File: src/rtl/trap_cause_unit.sv
// trap_cause_unit
//   Registered trap arbiter between the pipeline exception/interrupt flags and the
//   CSR unit. In IDLE it resolves pending interrupts and synchronous exceptions into
//   one cause, captures EPC and TVAL, and offers the record with a valid/ready
//   handshake. After acceptance it holds flush_o for FLUSH_CYCLES cycles. It ignores
//   all event inputs outside IDLE.
//
//   state   | meaning
//   --------+--------------------------------------------------------------
//   S_IDLE  | watching the commit boundary for an interrupt or exception
//   S_REQ   | trap record valid, waiting for trap_ready_i
//   S_FLUSH | flush_o high, down-counter running to terminal count 0
//
// Ports
//   clk, rst_n                      clock, async active-low reset
//   instr_valid_i                   instruction present at the commit boundary
//   exc_i[15:0], break_src_i[2:0]   exception flags (index == code), breakpoint source
//   irq_i, irq_en_i, irq_gie_i      pending lines, per-line and global enables
//   pc_i, instr_i, mem_addr_i       trap value / EPC sources
//   trap_valid_o, trap_ready_i      handshake to the CSR unit
//   trap_cause_o, trap_tval_o, trap_epc_o   captured trap record
//   flush_o, busy_o                 pipeline flush request, boundary stall
module trap_cause_unit #(
    parameter int XLEN         = 32,
    parameter int NUM_IRQ      = 16,
    parameter int CAUSE_W      = 6,
    parameter int FLUSH_CYCLES = 2
) (
    input  logic               clk,
    input  logic               rst_n,
    input  logic               instr_valid_i,
    input  logic [15:0]        exc_i,
    input  logic [2:0]         break_src_i,
    input  logic [NUM_IRQ-1:0] irq_i,
    input  logic [NUM_IRQ-1:0] irq_en_i,
    input  logic               irq_gie_i,
    input  logic [XLEN-1:0]    pc_i,
    input  logic [31:0]        instr_i,
    input  logic [XLEN-1:0]    mem_addr_i,
    output logic               trap_valid_o,
    input  logic               trap_ready_i,
    output logic [XLEN-1:0]    trap_cause_o,
    output logic [XLEN-1:0]    trap_tval_o,
    output logic [XLEN-1:0]    trap_epc_o,
    output logic               flush_o,
    output logic               busy_o
);

    localparam int CNT_W = (FLUSH_CYCLES > 1) ? $clog2(FLUSH_CYCLES) : 1;

    typedef enum logic [1:0] {S_IDLE, S_REQ, S_FLUSH} state_e;
    typedef enum logic [1:0] {TV_PC, TV_INSTR, TV_MEM, TV_ZERO} tval_sel_e;

    state_e             state_q, state_d;
    logic [CNT_W-1:0]   cnt_q, cnt_d;
    logic [XLEN-1:0]    cause_q, cause_d;
    logic [XLEN-1:0]    tval_q, tval_d;
    logic [XLEN-1:0]    epc_q, epc_d;

    logic [NUM_IRQ-1:0] act;
    logic               irq_hit;
    logic [CAUSE_W-1:0] irq_code;
    logic               exc_hit;
    logic [CAUSE_W-1:0] exc_code;
    tval_sel_e          tval_sel;

    // Codes 10 and 14 are reserved and never produce a trap.
    logic unused_exc;
    assign unused_exc = exc_i[14] ^ exc_i[10];

    assign act = irq_i & irq_en_i & {NUM_IRQ{irq_gie_i}};

    // Later assignments override earlier ones, so the platform lines are scanned
    // upward (highest index wins) and the standard codes are applied lowest
    // priority first, ending with 11.
    always_comb begin
        irq_hit  = 1'b0;
        irq_code = '0;
        for (int i = 12; i < NUM_IRQ; i++) begin
            if (act[i]) begin
                irq_hit  = 1'b1;
                irq_code = CAUSE_W'(i);
            end
        end
        if (act[5])  begin irq_hit = 1'b1; irq_code = CAUSE_W'(5);  end
        if (act[1])  begin irq_hit = 1'b1; irq_code = CAUSE_W'(1);  end
        if (act[9])  begin irq_hit = 1'b1; irq_code = CAUSE_W'(9);  end
        if (act[7])  begin irq_hit = 1'b1; irq_code = CAUSE_W'(7);  end
        if (act[3])  begin irq_hit = 1'b1; irq_code = CAUSE_W'(3);  end
        if (act[11]) begin irq_hit = 1'b1; irq_code = CAUSE_W'(11); end
    end

    // Instruction-stage faults, then environment calls/breakpoints, then memory
    // stage. Code 3 is only an exception when some breakpoint source is set.
    always_comb begin
        exc_hit  = 1'b1;
        exc_code = '0;
        tval_sel = TV_ZERO;
        if (exc_i[3] && break_src_i[0]) begin exc_code = CAUSE_W'(3);  tval_sel = TV_PC;    end
        else if (exc_i[12])             begin exc_code = CAUSE_W'(12); tval_sel = TV_PC;    end
        else if (exc_i[1])              begin exc_code = CAUSE_W'(1);  tval_sel = TV_PC;    end
        else if (exc_i[2])              begin exc_code = CAUSE_W'(2);  tval_sel = TV_INSTR; end
        else if (exc_i[0])              begin exc_code = CAUSE_W'(0);  tval_sel = TV_PC;    end
        else if (exc_i[8])              begin exc_code = CAUSE_W'(8);  tval_sel = TV_ZERO;  end
        else if (exc_i[9])              begin exc_code = CAUSE_W'(9);  tval_sel = TV_ZERO;  end
        else if (exc_i[11])             begin exc_code = CAUSE_W'(11); tval_sel = TV_ZERO;  end
        else if (exc_i[3] && break_src_i[2]) begin exc_code = CAUSE_W'(3); tval_sel = TV_PC;  end
        else if (exc_i[3] && break_src_i[1]) begin exc_code = CAUSE_W'(3); tval_sel = TV_MEM; end
        else if (exc_i[4])              begin exc_code = CAUSE_W'(4);  tval_sel = TV_MEM;   end
        else if (exc_i[6])              begin exc_code = CAUSE_W'(6);  tval_sel = TV_MEM;   end
        else if (exc_i[13])             begin exc_code = CAUSE_W'(13); tval_sel = TV_MEM;   end
        else if (exc_i[15])             begin exc_code = CAUSE_W'(15); tval_sel = TV_MEM;   end
        else if (exc_i[5])              begin exc_code = CAUSE_W'(5);  tval_sel = TV_MEM;   end
        else if (exc_i[7])              begin exc_code = CAUSE_W'(7);  tval_sel = TV_MEM;   end
        else                            begin exc_hit = 1'b0; end
    end

    always_comb begin
        state_d = state_q;
        cnt_d   = cnt_q;
        cause_d = cause_q;
        tval_d  = tval_q;
        epc_d   = epc_q;
        case (state_q)
            S_IDLE: begin
                if (instr_valid_i && (irq_hit || exc_hit)) begin
                    state_d = S_REQ;
                    epc_d   = pc_i;
                    cause_d = '0;
                    if (irq_hit) begin
                        cause_d[XLEN-1]      = 1'b1;
                        cause_d[CAUSE_W-1:0] = irq_code;
                        tval_d               = '0;
                    end else begin
                        cause_d[CAUSE_W-1:0] = exc_code;
                        case (tval_sel)
                            TV_PC:    tval_d = pc_i;
                            TV_INSTR: tval_d = XLEN'(instr_i);
                            TV_MEM:   tval_d = mem_addr_i;
                            default:  tval_d = '0;
                        endcase
                    end
                end
            end
            S_REQ: begin
                if (trap_ready_i) begin
                    state_d = S_FLUSH;
                    cnt_d   = CNT_W'(FLUSH_CYCLES - 1);
                end
            end
            S_FLUSH: begin
                if (cnt_q == '0) state_d = S_IDLE;
                else             cnt_d   = cnt_q - CNT_W'(1);
            end
            default: state_d = S_IDLE;
        endcase
    end

    always_ff @(posedge clk or negedge rst_n) begin
        if (!rst_n) begin
            state_q <= S_IDLE;
            cnt_q   <= '0;
            cause_q <= '0;
            tval_q  <= '0;
            epc_q   <= '0;
        end else begin
            state_q <= state_d;
            cnt_q   <= cnt_d;
            cause_q <= cause_d;
            tval_q  <= tval_d;
            epc_q   <= epc_d;
        end
    end

    assign trap_valid_o = (state_q == S_REQ);
    assign flush_o      = (state_q == S_FLUSH);
    assign busy_o       = (state_q != S_IDLE);
    assign trap_cause_o = cause_q;
    assign trap_tval_o  = tval_q;
    assign trap_epc_o   = epc_q;

endmodule

File: config.mk
export PLATFORM = sky130hd
export DESIGN_NAME = trap_cause_unit
export DESIGN_NICKNAME = d
export VERILOG_FILES = /design/src/rtl/trap_cause_unit.sv
export SDC_FILE = /design/constraint.sdc
export NUM_CORES = 1
export LEC_CHECK = 0
export CORE_ASPECT_RATIO = 1.2
export CORE_MARGIN = 2
export CORE_UTILIZATION = 39
export CTS_CLUSTER_DIAMETER = 30
export CTS_CLUSTER_SIZE = 28
export DETAILED_ROUTE_END_ITERATION = 10
export PLACE_DENSITY = 0.95
export SETUP_SLACK_MARGIN = 0.05
export SYNTH_ARGS = -nofsm -noshare
export SYNTH_HDL_FRONTEND = slang
export SYNTH_SLANG_ARGS = --single-unit
File: constraint.sdc
create_clock -name clk -period 4.3 [get_ports clk]
set_input_delay 0.645 -clock clk [delete_from_list [all_inputs] [get_ports clk]]
set_output_delay 0.645 -clock clk [all_outputs]
set_load 0.1 [all_outputs]
==> flow_metrics.env <==
export IMPL_via_per_inst=5.59
export IMPL_cts_buffer_depth=2
export IMPL_hp_class="primary input to async pin"
export IMPL_cp_end_kind="register"
export IMPL_die_w_um=92.8
export IMPL_fp_coreArea_sq_um=9130
export IMPL_cp_slowest_cell="and3b_1"
export IMPL_cts_htree_levels=3
export IMPL_drv_cap=0
export IMPL_drt_pre_antenna_iters=8
export IMPL_crit_path_max_fanout=17
export IMPL_nFillCells=722
export IMPL_overflow=0
export IMPL_crit_type="primary input to register"
export IMPL_syn_area_per_cell_sq_um=11.9
export IMPL_crit_family="simple AND/OR/NAND/NOR gates"
export IMPL_rsz0062_at_grt="false"
export IMPL_synth_top_area_share_pct=48.8
export IMPL_cts_resized=0
export IMPL_crit_buf_inv=2
export IMPL_initial_utilization_pct=40.4
export IMPL_layout_drive_gt1_share_pct=12.1
export IMPL_drc_errors=0
export IMPL_clk_pin_slew_ns=0.08
export IMPL_syn_to_final_growth_pct=61.4
export IMPL_cts_sinks=72
export IMPL_dp_hpwl_mm=9.30
export IMPL_ys_types=40
export IMPL_outcome="finished clean"
export IMPL_cp_data_required_time_ns=4.55
export IMPL_antenna_found_initial=2
export IMPL_fmax_mhz=332
export IMPL_critPathArrivalTime_ns=3.26
export IMPL_grt_start_max_net_pins=73
export IMPL_grtUsageTotal_pct=23.9
export IMPL_setup_ws_ns=1.28
export IMPL_wl_per_cell_um=19.2
export IMPL_grt_pass1_vias=3834
export IMPL_setup_violations=0
export IMPL_drtIter0Drc=327
export IMPL_ff2ff_path_depth=5
export IMPL_final_nets=666
export IMPL_gp_congestion=0.919
export IMPL_cp_depth=7
export IMPL_seq_area_frac_synth_pct=48.8
export IMPL_rows=38
export IMPL_numCtsBuffers=9
export IMPL_worstSkewPairLatency_ns=0.34
export IMPL_synthCells=311
export IMPL_postCtsHoldBufs=0
export IMPL_synth_seq_cells=72
export IMPL_fin_crit_sh_pct=70.1
export IMPL_hold_ws_ns=0.413
export IMPL_wl_mm=12.3
export IMPL_dieArea_sq_um=10300
export IMPL_cp_cell_sequence="clkdlybuf4s50_1 -> nor3_1 -> nand3_1 -> and3b_1 -> buf_4 -> a222oi_1 -> o2bb2ai_1"
export IMPL_cts_tree="yes"
export IMPL_ant_nets=0
export IMPL_skew_ns=0.00803
export IMPL_fin_crit_ns=3.02
export IMPL_die_height_um=111
export IMPL_cts_setup_buffers=0
export IMPL_slew_limit_headroom_pct=31.6
export IMPL_worst_slew_pin_slew_ns=1.02
export IMPL_pin_count=251
export IMPL_synth_area_leaders="dfrtp_1 (49%), mux2_2 (11%), a222oi_1 (8.7%), o2bb2ai_1 (7.6%), buf_4 (5.5%)"
export IMPL_drv_slew=0
export IMPL_max_stage_delay_ns=0.77
export IMPL_vias=3576
export IMPL_fin_setup_tns_ns=0
export IMPL_synth_top_cell_by_area="dfrtp_1"
export IMPL_start_kind="primary input"
export IMPL_synthesis_area_sq_um=3690
export IMPL_clockRootBuffer="clkbuf_8"
export IMPL_yosysWarningCount=0
export IMPL_portBuffers=209
export IMPL_dp_slack_ns=0.939
export IMPL_finalHoldViolations=0
export IMPL_grt_pass1_wl_mm=19.3
logic make-up after synthesis:
family / after synthesis / synth area share, %
AO/OA/AOI/OAI: 107 / 24.6
buffers and inverters: 54 / 9.96
flip-flops: 72 / 48.8
multiplexers: 37 / 11.3
other: 1 / 0.102
AND/OR/NAND/NOR: 40 / 5.29
registers in the layout (all words and copies together) (netlist names):
name,cells
cnt_q,1
state_q,2
trap_cause_o,5
trap_epc_o,32
trap_tval_o,32
per-stage QoR:
stage,utilization [%],instances,area (sq um)
final,65.3,640,5960
after global routing,65.3,639,5960
after CTS,65.3,639,5960
after detailed placement,62.7,623,5730
after global placement,62.7,623,5730
after floorplan,-,337,3790
cells in the mapped netlist:
library cell  instances
a221o_1               1
nand2b_1              2
a22oi_1               5
buf_6                 4
o311ai_0              1
o2bb2ai_1            32
o21a_1                1
a21oi_1               9
and3_1                1
and2_1                1
and3b_1               1
o211ai_1              2
nor3_1                2
o311ai_4              1
o221ai_1              1
a22o_1                3
nor2b_1               1
nor4_1                1
nor2_1               11
nand3_1               3
inv_1                 5
o32a_1                1
o21ai_0              10
nand2_1              12
conb_1                1
clkbuf_1             15
or2_2                 2
or3b_4                1
a222oi_1             32
buf_8                 3
nand3b_1              1
mux2_2               37
a31oi_1               3
a41oi_1               2
dfrtp_1              72
buf_4                27
o31ai_1               1
a32o_1                1
or3_1                 1
a211oi_1              1
routing by layer:
layer / track usage (%) / vias to the layer above / wire length (um)
met5: 0 / - / 14
met4: 10.3 / 2 / 348
met3: 6.62 / 30 / 957
met2: 42.5 / 200 / 6460
met1: 26.2 / 1750 / 4520
li1: - / 1594 / -
path summary, 6_finish.rpt:
| check | startpoint | endpoint | slack [ns] |
|---|---|---|---|
| worst max-delay path | exc_i[11] | trap_tval_o[4] | 1.28 |
| worst min-delay path | rst_n | trap_tval_o[0] | 0.41 |
| worst max register to register | state_q[1] | trap_tval_o[17] | 2.16 |
| worst min register to register | trap_tval_o[2] | trap_tval_o[2] | 0.49 |
| max in group asynchronous | rst_n | trap_cause_o[31] | 3.28 |
| min in group clk | trap_tval_o[2] | trap_tval_o[2] | 0.49 |
final cells by class:
cell class / count / area, sq um / area share [%]
clock inverter: 4 / 76.3 / 1.28
clock buffer: 12 / 155 / 2.60
multi-input combinational: 211 / 1620 / 27.2
antenna: 1 / 2.50 / 0.0420
sequential: 72 / 1800 / 30.2
tap: 120 / 150 / 2.52
inverter: 5 / 18.8 / 0.315
timing repair buffer: 215 / 2130 / 35.8
layout by cell type (no fill, tap or decap), drive strengths merged, types with 2 or more instances in the layout:
| cell | n |
|---|---|
| o2bb2ai | 32 |
| o211ai | 2 |
| o21ai | 10 |
| clkbuf | 12 |
| nor2 | 11 |
| inv | 5 |
| a31oi | 3 |
| a222oi | 32 |
| or2 | 2 |
| a21oi | 9 |
| bufinv | 2 |
| dfrtp | 72 |
| o311ai | 2 |
| conb | 27 |
| a41oi | 2 |
| a22o | 3 |
| nand3 | 3 |
| mux2 | 37 |
| nor3 | 2 |
| nand2 | 12 |
| buf | 7 |
| nand2b | 2 |
| clkdlybuf4s50 | 208 |
| a22oi | 5 |
Power is left out: the tool's default activity adds up to more than one toggle a clock period on the data nets, which glitch-free logic cannot reach.
